--- src/rtl/ber_reader_pkg.sv ---
// ber_reader_pkg
// Shared definitions for the BER snapshot reader: host opcodes, FSM state
// encoding, shadow-bank address map and status-word bit positions.
// No ports; imported by ber_snapshot_reader and snap_word_mux.
package ber_reader_pkg;

  // Host command opcodes carried on i_cmd
  typedef enum logic [1:0] {
    OP_NOP       = 2'b00,
    OP_SNAPSHOT  = 2'b01,
    OP_READ      = 2'b10,
    OP_CLEAR_SEQ = 2'b11
  } opcode_e;

  // Reader FSM states
  typedef enum logic [1:0] {
    ST_IDLE    = 2'd0,
    ST_CAPTURE = 2'd1,
    ST_RESP    = 2'd2
  } state_e;

  // Shadow bank slot order; each 64-bit slot covers two word addresses
  localparam int BANK_BITS_Q  = 0;
  localparam int BANK_ERR_Q   = 1;
  localparam int BANK_BITS_I  = 2;
  localparam int BANK_ERR_I   = 3;
  localparam int BANK_ENTRIES = 4;

  // Word address map
  localparam logic [3:0] ADDR_STATUS = 4'd8;
  localparam logic [3:0] ADDR_MAX    = 4'd8;

  // Returned for any READ beyond ADDR_MAX
  localparam logic [31:0] BAD_ADDR_WORD = 32'hDEAD_BEEF;

  // Status word layout: {snap_valid, 7'b0, seq[7:0], 16'b0}
  localparam int STATUS_VALID_BIT = 31;
  localparam int STATUS_SEQ_LSB   = 16;

endpackage

--- src/rtl/snap_word_mux.sv ---
// snap_word_mux
// Purely combinational word selector for the shadow bank. Slices the
// addressed 64-bit shadow counter into its lo/hi 32-bit word, returns the
// status word at ADDR_STATUS, and flags anything beyond ADDR_MAX.
// Ports:
//   bank_i    : four shadow counters, index order per BANK_* constants
//   status_i  : current status word
//   addr_i    : word address (0..15)
//   word_o    : selected response word
//   illegal_o : high when addr_i is outside the address map
module snap_word_mux
  import ber_reader_pkg::*;
#(
  parameter int CNT_W  = 64,
  parameter int WORD_W = 32
) (
  input  logic [BANK_ENTRIES-1:0][CNT_W-1:0] bank_i,
  input  logic [WORD_W-1:0]                  status_i,
  input  logic [3:0]                         addr_i,
  output logic [WORD_W-1:0]                  word_o,
  output logic                               illegal_o
);

  // Address bits [2:1] pick the counter, bit [0] picks lo/hi half.
  always_comb begin
    word_o    = BAD_ADDR_WORD;
    illegal_o = 1'b1;
    if (addr_i <= ADDR_MAX) begin
      illegal_o = 1'b0;
      if (addr_i == ADDR_STATUS) begin
        word_o = status_i;
      end else if (addr_i[0]) begin
        word_o = bank_i[addr_i[2:1]][WORD_W +: WORD_W];
      end else begin
        word_o = bank_i[addr_i[2:1]][0 +: WORD_W];
      end
    end
  end

endmodule

--- src/rtl/ber_snapshot_reader.sv ---
// ber_snapshot_reader
// Host-side reader for the two-channel BER counters. A SNAPSHOT command
// atomically copies all four 64-bit counters into a shadow bank so the host
// can then fetch them 32 bits at a time without ever seeing a torn value.
// Ports:
//   clock, i_reset (async, active-low)
//   i_bits_count_q/i_error_count_q/i_bits_count_i/i_error_count_i : live counters
//   i_cmd_valid/o_cmd_ready, i_cmd, i_addr : command handshake
//   o_rdata/o_rdata_valid/i_rdata_ready    : response handshake
//   o_addr_err : one-cycle pulse after a READ to an unmapped address
module ber_snapshot_reader
  import ber_reader_pkg::*;
#(
  parameter int CNT_W  = 64,
  parameter int WORD_W = 32,
  parameter int SEQ_W  = 8
) (
  input  logic              clock,
  input  logic              i_reset,
  input  logic [CNT_W-1:0]  i_bits_count_q,
  input  logic [CNT_W-1:0]  i_error_count_q,
  input  logic [CNT_W-1:0]  i_bits_count_i,
  input  logic [CNT_W-1:0]  i_error_count_i,
  input  logic              i_cmd_valid,
  input  logic [1:0]        i_cmd,
  input  logic [3:0]        i_addr,
  output logic              o_cmd_ready,
  output logic [WORD_W-1:0] o_rdata,
  output logic              o_rdata_valid,
  input  logic              i_rdata_ready,
  output logic              o_addr_err
);

  state_e                            state_q, state_d;
  logic [BANK_ENTRIES-1:0][CNT_W-1:0] shadow_q, shadow_d;
  logic [BANK_ENTRIES-1:0][CNT_W-1:0] live_bank;
  logic [SEQ_W-1:0]                  seq_q, seq_d;
  logic [SEQ_W-1:0]                  seq_inc;
  logic                              snap_valid_q, snap_valid_d;
  logic [WORD_W-1:0]                 rdata_q, rdata_d;
  logic                              rdata_valid_q, rdata_valid_d;
  logic                              addr_err_q, addr_err_d;
  logic [WORD_W-1:0]                 status_cur;
  logic [WORD_W-1:0]                 mux_word;
  logic                              mux_illegal;

  function automatic logic [WORD_W-1:0] status_word(input logic             valid,
                                                    input logic [SEQ_W-1:0] seq);
    logic [WORD_W-1:0] w;
    w                          = '0;
    w[STATUS_VALID_BIT]        = valid;
    w[STATUS_SEQ_LSB +: SEQ_W] = seq;
    return w;
  endfunction

  assign live_bank[BANK_BITS_Q] = i_bits_count_q;
  assign live_bank[BANK_ERR_Q]  = i_error_count_q;
  assign live_bank[BANK_BITS_I] = i_bits_count_i;
  assign live_bank[BANK_ERR_I]  = i_error_count_i;

  assign seq_inc    = seq_q + 1'b1;
  assign status_cur = status_word(snap_valid_q, seq_q);

  snap_word_mux #(
    .CNT_W  (CNT_W),
    .WORD_W (WORD_W)
  ) u_word_mux (
    .bank_i    (shadow_q),
    .status_i  (status_cur),
    .addr_i    (i_addr),
    .word_o    (mux_word),
    .illegal_o (mux_illegal)
  );

  // Ready is gated by reset so the host sees it low for the whole reset
  // and high on the very first cycle after release.
  assign o_cmd_ready   = (state_q == ST_IDLE) && i_reset;
  assign o_rdata       = rdata_q;
  assign o_rdata_valid = rdata_valid_q;
  assign o_addr_err    = addr_err_q;

  always_ff @(posedge clock or negedge i_reset) begin
    if (!i_reset) begin
      state_q       <= ST_IDLE;
      shadow_q      <= '0;
      seq_q         <= '0;
      snap_valid_q  <= 1'b0;
      rdata_q       <= '0;
      rdata_valid_q <= 1'b0;
      addr_err_q    <= 1'b0;
    end else begin
      state_q       <= state_d;
      shadow_q      <= shadow_d;
      seq_q         <= seq_d;
      snap_valid_q  <= snap_valid_d;
      rdata_q       <= rdata_d;
      rdata_valid_q <= rdata_valid_d;
      addr_err_q    <= addr_err_d;
    end
  end

  // Next-state logic. The response word is always registered on the edge
  // that enters RESP, so o_rdata is stable for the whole response phase.
  // addr_err defaults low, which makes it a single-cycle pulse.
  always_comb begin
    state_d       = state_q;
    shadow_d      = shadow_q;
    seq_d         = seq_q;
    snap_valid_d  = snap_valid_q;
    rdata_d       = rdata_q;
    rdata_valid_d = rdata_valid_q;
    addr_err_d    = 1'b0;

    case (state_q)
      ST_IDLE: begin
        if (i_cmd_valid) begin
          case (opcode_e'(i_cmd))
            OP_SNAPSHOT: begin
              state_d = ST_CAPTURE;
            end
            OP_READ: begin
              rdata_d       = mux_word;
              addr_err_d    = mux_illegal;
              rdata_valid_d = 1'b1;
              state_d       = ST_RESP;
            end
            OP_CLEAR_SEQ: begin
              seq_d         = '0;
              snap_valid_d  = 1'b0;
              rdata_d       = status_word(1'b0, '0);
              rdata_valid_d = 1'b1;
              state_d       = ST_RESP;
            end
            default: begin
              state_d = ST_IDLE;
            end
          endcase
        end
      end

      // All four counters land on the same edge; the response reports the
      // post-increment sequence number.
      ST_CAPTURE: begin
        shadow_d      = live_bank;
        seq_d         = seq_inc;
        snap_valid_d  = 1'b1;
        rdata_d       = status_word(1'b1, seq_inc);
        rdata_valid_d = 1'b1;
        state_d       = ST_RESP;
      end

      ST_RESP: begin
        if (i_rdata_ready) begin
          rdata_valid_d = 1'b0;
          state_d       = ST_IDLE;
        end
      end

      default: begin
        state_d       = ST_IDLE;
        rdata_valid_d = 1'b0;
      end
    endcase
  end

endmodule

--- config.mk ---
export PLATFORM = sky130hd
export DESIGN_NAME = ber_snapshot_reader
export DESIGN_NICKNAME = d
export VERILOG_FILES = /design/src/rtl/ber_reader_pkg.sv /design/src/rtl/snap_word_mux.sv /design/src/rtl/ber_snapshot_reader.sv
export SDC_FILE = /design/constraint.sdc
export NUM_CORES = 1
export LEC_CHECK = 0
export CAP_MARGIN = 20
export CELL_PAD_IN_SITES_DETAIL_PLACEMENT = 0
export CELL_PAD_IN_SITES_GLOBAL_PLACEMENT = 2
export CORE_MARGIN = 2
export CORE_UTILIZATION = 28
export CTS_CLUSTER_SIZE = 14
export DETAILED_ROUTE_END_ITERATION = 8
export PLACE_DENSITY_LB_ADDON = 0.05
export SLEW_MARGIN = 15
export SYNTH_ARGS = -nofsm -noshare
export SYNTH_HDL_FRONTEND = slang
export SYNTH_SLANG_ARGS = --single-unit
--- constraint.sdc ---
create_clock -name clock -period 1.4 [get_ports clock]
set_input_delay 0.28 -clock clock [delete_from_list [all_inputs] [get_ports clock]]
set_output_delay 0.28 -clock clock [all_outputs]
set_load 0.02 [all_outputs]
## Word level (Yosys, flattened, before mapping)

Cells that the tools add are included.

| word-level totals | value |
|---|---|
| flip-flop bits (word level) | 301 |
| latch bits | 0 |
| bits in writable memories | 0 |
| bits in read-only memories | 0 |
| input port bits | 266 |
| output and inout port bits | 35 |
| logic and storage cells | 58 |
| memories kept | 0 |

| cells by class | value |
|---|---|
| add/subtract/negate cells | 1 |
| multiply operators | 0 |
| div/mod/pow operators | 0 |
| magnitude comparators | 2 |
| eq/ne operators | 11 |
| shift-type cells | 0 |
| multiplexer cells | 26 |
| bitwise logic cells | 0 |
| reductions and logical operators | 8 |

Operators with widths:

| operator | number |
|---|---|
| $bmux 64 s2 | 1 |
| $mux 32 | 4 |
| $pmux 32 s2 | 2 |
| $mux 64 | 1 |
| $mux 8 | 2 |
| $pmux 8 s2 | 1 |
| $mux 1 | 9 |
| $reduce_and 3->1 | 3 |
| $add 8x1->8 const B | 1 |
| $eq 2x2->1 const B | 3 |
| $ne 2x2->1 const B | 3 |
| $pmux 2 s3 | 1 |
| $eq 2x1->1 const B | 2 |
| $eq 4x4->1 const B | 1 |
| $le 4x4->1 const B | 1 |
| $mux 2 | 2 |
| $pmux 2 s2 | 1 |
| $lt 2x3->1 const B | 1 |
| $ne 3x1->1 const B | 1 |
| $pmux 1 s3 | 1 |
| $logic_not 2->1 | 1 |
| $ne 2x1->1 const B | 1 |
| $pmux 1 s2 | 1 |
| $reduce_and 2->1 | 1 |
| 3 further kinds | 3 |

## Logic depth before layout (Yosys ltp)

| depth | value |
|---|---|
| depth in word-level cells | 8 |
| gate-level depth with buffers | 7 |
| depth with buffers taken out | 5 |

## Hierarchy

A second synthesis with hierarchy kept.

| second synthesis, totals | value |
|---|---|
| cells, all modules | 1645 |
| area, all modules | 14547.7 um2 |

Modules (own cells, without submodules):

| module | times used | cells each | area each (um2) | seq. area each (um2) |
|---|---|---|---|---|
| ber_snapshot_reader | 1 | 1307 | 11815.1 | 7532.2 |
| snap_word_mux | 1 | 338 | 2732.6 | 0.0 |

## Least setup slack after synthesis

Ideal clock, no wire load.

| path | value |
|---|---|
| path kind | input to register |
| from | input port i_addr[1] |
| to | register rdata_q[18], in the netlist o_rdata[18] |
| library setup time | 0.125 ns |
| arrival time | 1.516 ns |
| required time | 1.275 ns |
| setup slack | -0.241 ns |
| cell stages on the path | 6 |
| path buffers | 2 |
| cell sequence | buf_6 buf_12 mux4_2 mux2_2 o221ai_1 nand2_1 |

| on the way | value |
|---|---|
| cells in the longest elaborated chain, start to end | 8 |
| elaborated cells between the ends (all ways) | 10 |
| classes of those cells | order compare: 1; eq/ne: 1; mux: 8 |

Ends and longest elaborated chain:

| element | RTL line | source |
|---|---|---|
| start: declaration | ber_snapshot_reader.sv:26 | `input logic [3:0] i_addr,` |
| $bmux 64 s2 | snap_word_mux.sv:33, snap_word_mux.sv:35 |  |
| $mux 64 (not written as such) | snap_word_mux.sv:33 | `word_o = bank_i[addr_i[2:1]][WORD_W +: WORD_W];` |
| $mux 32 | snap_word_mux.sv:32 | `end else if (addr_i[0]) begin` |
| $mux 32 | snap_word_mux.sv:30 | `if (addr_i == ADDR_STATUS) begin` |
| $mux 32 (*) | snap_word_mux.sv:28 | `if (addr_i <= ADDR_MAX) begin` |
| $pmux 32 s2 (*) | ber_snapshot_reader.sv:117 | `case (opcode_e'(i_cmd))` |
| $mux 32 (*) | ber_snapshot_reader.sv:116 | `if (i_cmd_valid) begin` |
| $pmux 32 s2 (*) | ber_snapshot_reader.sv:114 | `case (state_q)` |
| end signal: assignment | ber_snapshot_reader.sv:96 | `rdata_q <= rdata_d;` |
| end: declaration | ber_snapshot_reader.sv:40 | `logic [WORD_W-1:0] rdata_q, rdata_d;` |

Every way passes the cells marked *; elsewhere a longest branch is shown, timed or not. The select of a mux whose other input is x is not followed.
A chain may end at the register's enable or synchronous reset.

## Worst setup path after layout

| path | value |
|---|---|
| from | register state_q[1] |
| to | register rdata_q[23], in the netlist o_rdata[23] |

| on the way | value |
|---|---|
| cells in the longest elaborated chain, start to end | 3 |
| elaborated cells between the ends (all ways) | 7 |
| classes of those cells | eq/ne: 3; mux: 1; reduce/logical: 3 |

Ends and longest elaborated chain:

| element | RTL line | source |
|---|---|---|
| start: declaration | ber_snapshot_reader.sv:34 | `state_e state_q, state_d;` |
| start signal: assignment | ber_snapshot_reader.sv:92 | `state_q <= state_d;` |
| $logic_not 2->1 / $eq 2x1->1 (equally long branches) | ber_snapshot_reader.sv:114 |  |
| $ne 3x1->1 (no line), or another cell as far along | - |  |
| $reduce_and 3->1 (no line) | - |  |

Several ways; a longest one is shown, not always the timed one.

==> results.txt <==
----------------------------------------------------
[Global route]
  Number of antenna violations at the first check in global routing ... 7
  Global-route wire length before repair ... 76140 microns
  Gr usage total ... 20.52%
  Maximum number of pins on one net before global-route repair ... 115
  Global route total overflow ... 0
  Via count of the first global-routing pass ... 12451

[Yosys]
  Sequential share of the synthesized area ... 55.72%
  Post-synthesis sequential element count ... 301
  Leading post-synthesis cells by instance count ... sky130_fd_sc_hd__nand2_1 (823), sky130_fd_sc_hd__dfrtp_1 (301), sky130_fd_sc_hd__mux4_2 (60)
  Synth Area per Inst ... 9.414 sq um
  Unique masters post-synth ... 46
  Cell type contributing the most total cell area after synthesis ... sky130_fd_sc_hd__dfrtp_1
  Asr flop ratio synth ... 100.0%
  Nets in the synthesized netlist ... 1703
  Number of flops mapped to enable cells by yosys ... 0
  Ys flop type ... sky130_fd_sc_hd__dfrtp_1
  Post-Syn Area ... 13520 sq um
  Most repeated cell in the gate-level netlist after synthesis ... sky130_fd_sc_hd__nand2_1
  Cell types occupying the most area after synthesis ... sky130_fd_sc_hd__dfrtp_1 (56%), sky130_fd_sc_hd__nand2_1 (23%), sky130_fd_sc_hd__mux4_2 (10%)
  Area share of the largest cell type after synthesis ... 55.72%
  Number of instances in the synthesized netlist ... 1436
  Total number of yosys warnings ... 0

[Placement]
  Detailed placer's ending HPWL ... 34440 microns
  Buffers on Ports ... 300
  Routability congestion estimate ... 0.8115
  Area after DPL ... 17930 sq um
  Placed Instances ... 2354

[Floorplanning]
  Ports ... 301
  Die outline height ... 223.7 microns
  Core Box Area ... 47750 sq um
  Num rows ... 80
  Initial Util ... 28.31%
  Width of the chip ... 223.7 microns
  Area of the die ... 50050 sq um

[Timing]
  Final worst slack ... -0.1869 ns
  RSZ-0062 raised after global routing ... true
  Total of endpoints with negative setup slack in the final report ... 280
  Minimum clock period after layout ... 1.587 ns
  Final Max Tran Viols ... 0
  Fin crit share ... 113.4%
  Normalized max-slew margin ... 54.12%
  Slew of the pin with the lowest slew margin ... 0.6882 ns
  Final hold violations ... 0
  Fmax ... 630.2 MHz
  Final setup skew ... 0.02874 ns

[Power]
  Peak supply drop ... 0.7147 mV
  Cell leakage power ... 10.42 nW
  Total power per unit cell area ... 1505 nW/um^2

[Clock tree]
  Clock latency reported for the late side of the worst-skew pair ... 0.56 ns
  Buffer cell driving the clock tree root ... sky130_fd_sc_hd__clkbuf_16
  Total clock sinks ... 301
  TritonCTS clock tree ... done
  Total CTS buffers ... 37
  Clock transition time at the flip-flop clock pins of the worst setup and hold paths ... 0.06 ns
  Number of levels in the clock H-tree ... 2
  CTS max path bufs ... 3

[Layout]
  Fraction of layout instances using a drive strength above 1 ... 30.68%
  Number of fill cells in the layout ... 4664
  Count of non-filler cells in the finished layout ... 2513
  Layout Cell Area excl Fill ... 21850 sq um
  Synthesis-to-finish area growth ... 61.65%
  Final net count ... 2139

[Detailed routing]
  Detailed-router iteration count before antenna repair ... 5
  Detailed Route Iter0 Violations ... 607
  Count of vias placed by the detailed router ... 11641
  Via/cell ratio ... 4.632
  Post-route DRC ... 0
  Wirelength per Cell ... 21.31 microns
  Total wire length after detailed routing ... 53560 microns
  Number of antenna-violating nets in the routed design ... 0

[Critical path]
  Largest incremental delay on the critical path ... 0.44 ns
  Worst path cell trace ... buf_4 > nand2b_4 > and3_4 > o21a_1 > o32a_1
  CP required ... 1.81 ns
  CP top delay family ... compound AO/OA/AOI/OAI gates
  Arrival time at the worst endpoint ... 2.00 ns
  Critical path buffer and inverter count ... 1
  Sort of element at the start of the critical path ... flip-flop
  Element type at the critical path end ... flip-flop
  Class of the most critical setup path ... reg -> reg
  Slowest cell on the critical path ... sky130_fd_sc_hd__dfrtp_2
  Max Fanout on Critical Path ... 7

[Run status]
  Failing checks ... setup timing
  Outcome ... complete, but fails checks

[Min path]
  Tightest Hold Check Type ... in -> async

[Job]
  Count of max-cap constraint violations ... 0

----------------------------------------------------
-- worst paths after layout --
path / startpoint / end / slack [ns] / cells after the start
max: state_q[1]$_DFFE_PN0P_ / o_rdata[23]$_DFFE_PN0P_ / -0.19 / 5
min: i_reset / shadow_q[20]$_DFFE_PN0P_ / 0.24 / 3
max reg2reg: state_q[1]$_DFFE_PN0P_ / o_rdata[23]$_DFFE_PN0P_ / -0.19 / 5
min reg2reg: shadow_q[133]$_DFFE_PN0P_ / shadow_q[133]$_DFFE_PN0P_ / 0.46 / 2
max in group asynchronous: i_reset / shadow_q[103]$_DFFE_PN0P_ / 0.20 / 4
min in group clock: i_bits_count_q[16] / shadow_q[16]$_DFFE_PN0P_ / 0.26 / 3
-- final cells by class --
cell class                      count  area [sq um]  area share (%)
Antenna cell                        1         2.502         0.01145
Timing Repair Buffer              486          5838           26.72
Tap cell                          615         769.5           3.521
Clock buffer                       54          1060           4.850
Sequential cell                   301          7533           34.47
Multi-Input combinational cell   1040          6494           29.72
Inverter                            6         22.52          0.1031
Clock inverter                     10         132.6          0.6069
-- state kept, by name, indices dropped and copies added (netlist names) --
register and cells:
seq_q 8, o_rdata 32, o_rdata_valid 1, snap_valid_q 1
o_addr_err 1, shadow_q 256, state_q 2
-- power by group --
| part | total (mW) | switching, mW | internal (mW) |
|---|---|---|---|
| Combinational | 9.16 | 4.17 | 4.99 |
| Clock | 9.62 | 3.83 | 5.79 |
| Sequential | 14.1 | 2.16 | 11.9 |
-- per-layer routing --
layer	share of wire (%)	vias up	routed length, microns	GRT usage [%]
met5	0.15	-	79	0
met4	1.6	12	839	4.452
met3	5.1	61	2750	4.906
met2	50	244	26640	36.00
met1	43	5790	23250	25.68
li1	-	5534	-	-
-- placed cells by master, fill, tap and decap left out, types with 6 or more instances in the layout --
cell,netlist,layout
sky130_fd_sc_hd__a211oi_2,0,12
sky130_fd_sc_hd__and2_1,13,6
sky130_fd_sc_hd__and2_4,0,7
sky130_fd_sc_hd__and3_1,8,7
sky130_fd_sc_hd__buf_12,1,40
sky130_fd_sc_hd__buf_16,0,23
sky130_fd_sc_hd__buf_4,7,78
sky130_fd_sc_hd__buf_6,2,52
sky130_fd_sc_hd__buf_8,0,11
sky130_fd_sc_hd__clkbuf_1,35,10
sky130_fd_sc_hd__clkbuf_16,0,54
sky130_fd_sc_hd__clkbuf_8,0,7
sky130_fd_sc_hd__clkdlybuf4s50_1,0,262
sky130_fd_sc_hd__dfrtp_1,301,300
sky130_fd_sc_hd__inv_1,6,6
sky130_fd_sc_hd__mux2i_1,12,12
sky130_fd_sc_hd__mux4_2,60,61
sky130_fd_sc_hd__nand2_1,823,643
sky130_fd_sc_hd__nand2_2,0,139
sky130_fd_sc_hd__nand2_4,0,40
sky130_fd_sc_hd__nor2_1,12,10
sky130_fd_sc_hd__o21ai_1,0,10
sky130_fd_sc_hd__o21ai_2,0,18
-- what timing repair did --
item,4_1_cts,5_1_grt
setup buffers,36,20
endpoints found under the setup margin,244,326
pin swaps,53,129
endpoints found under the hold margin,9,0
gates resized for setup,342,260
hold buffers,1,0
cloned,25,22
-- stage by stage --
stage	total power, mW	setup TNS, ns	utilization, %	worst slack [ns]	hold WS, ns
2_1_floorplan	18.03	-3.293	-	-0.1780	-0.01559
3_3_place_gp	21.70	-23.12	37.56	-0.5476	0.2734
3_5_place_dp	21.82	-23.35	37.56	-0.5517	0.2683
4_1_cts	32.51	-32.10	43.13	-0.2079	0.2280
5_1_grt	34.93	-36.19	45.76	-0.2481	0.2346
6_report	32.89	-20.82	45.77	-0.1869	0.2382
-- worst register-to-register path, stage by stage (launching register included) --
cell                       delay [ns]
sky130_fd_sc_hd__dfrtp_2         0.44
sky130_fd_sc_hd__buf_4           0.14
sky130_fd_sc_hd__nand2b_4        0.18
sky130_fd_sc_hd__and3_4          0.20
sky130_fd_sc_hd__o21a_1          0.18
sky130_fd_sc_hd__o32a_1          0.33
-- kinds of logic (layout without fill, tap and decap cells) --
| kind of cell | after synthesis | count (layout) | share of synthesized area [%] |
|---|---|---|---|
| AOI/OAI and AO/OA | 77 | 77 | 3.656 |
| adders and majority gates | 1 | 1 | 0.09254 |
| xor gates and xnor gates | 4 | 4 | 0.2591 |
| buffers and inverters | 98 | 556 | 3.508 |
| other | 0 | 1 | 0 |
| DFF | 301 | 301 | 55.72 |
| and+or+nand+nor | 879 | 882 | 25.21 |
| muxes | 76 | 76 | 11.55 |
Note: power is estimated with default switching activity, not from simulation.
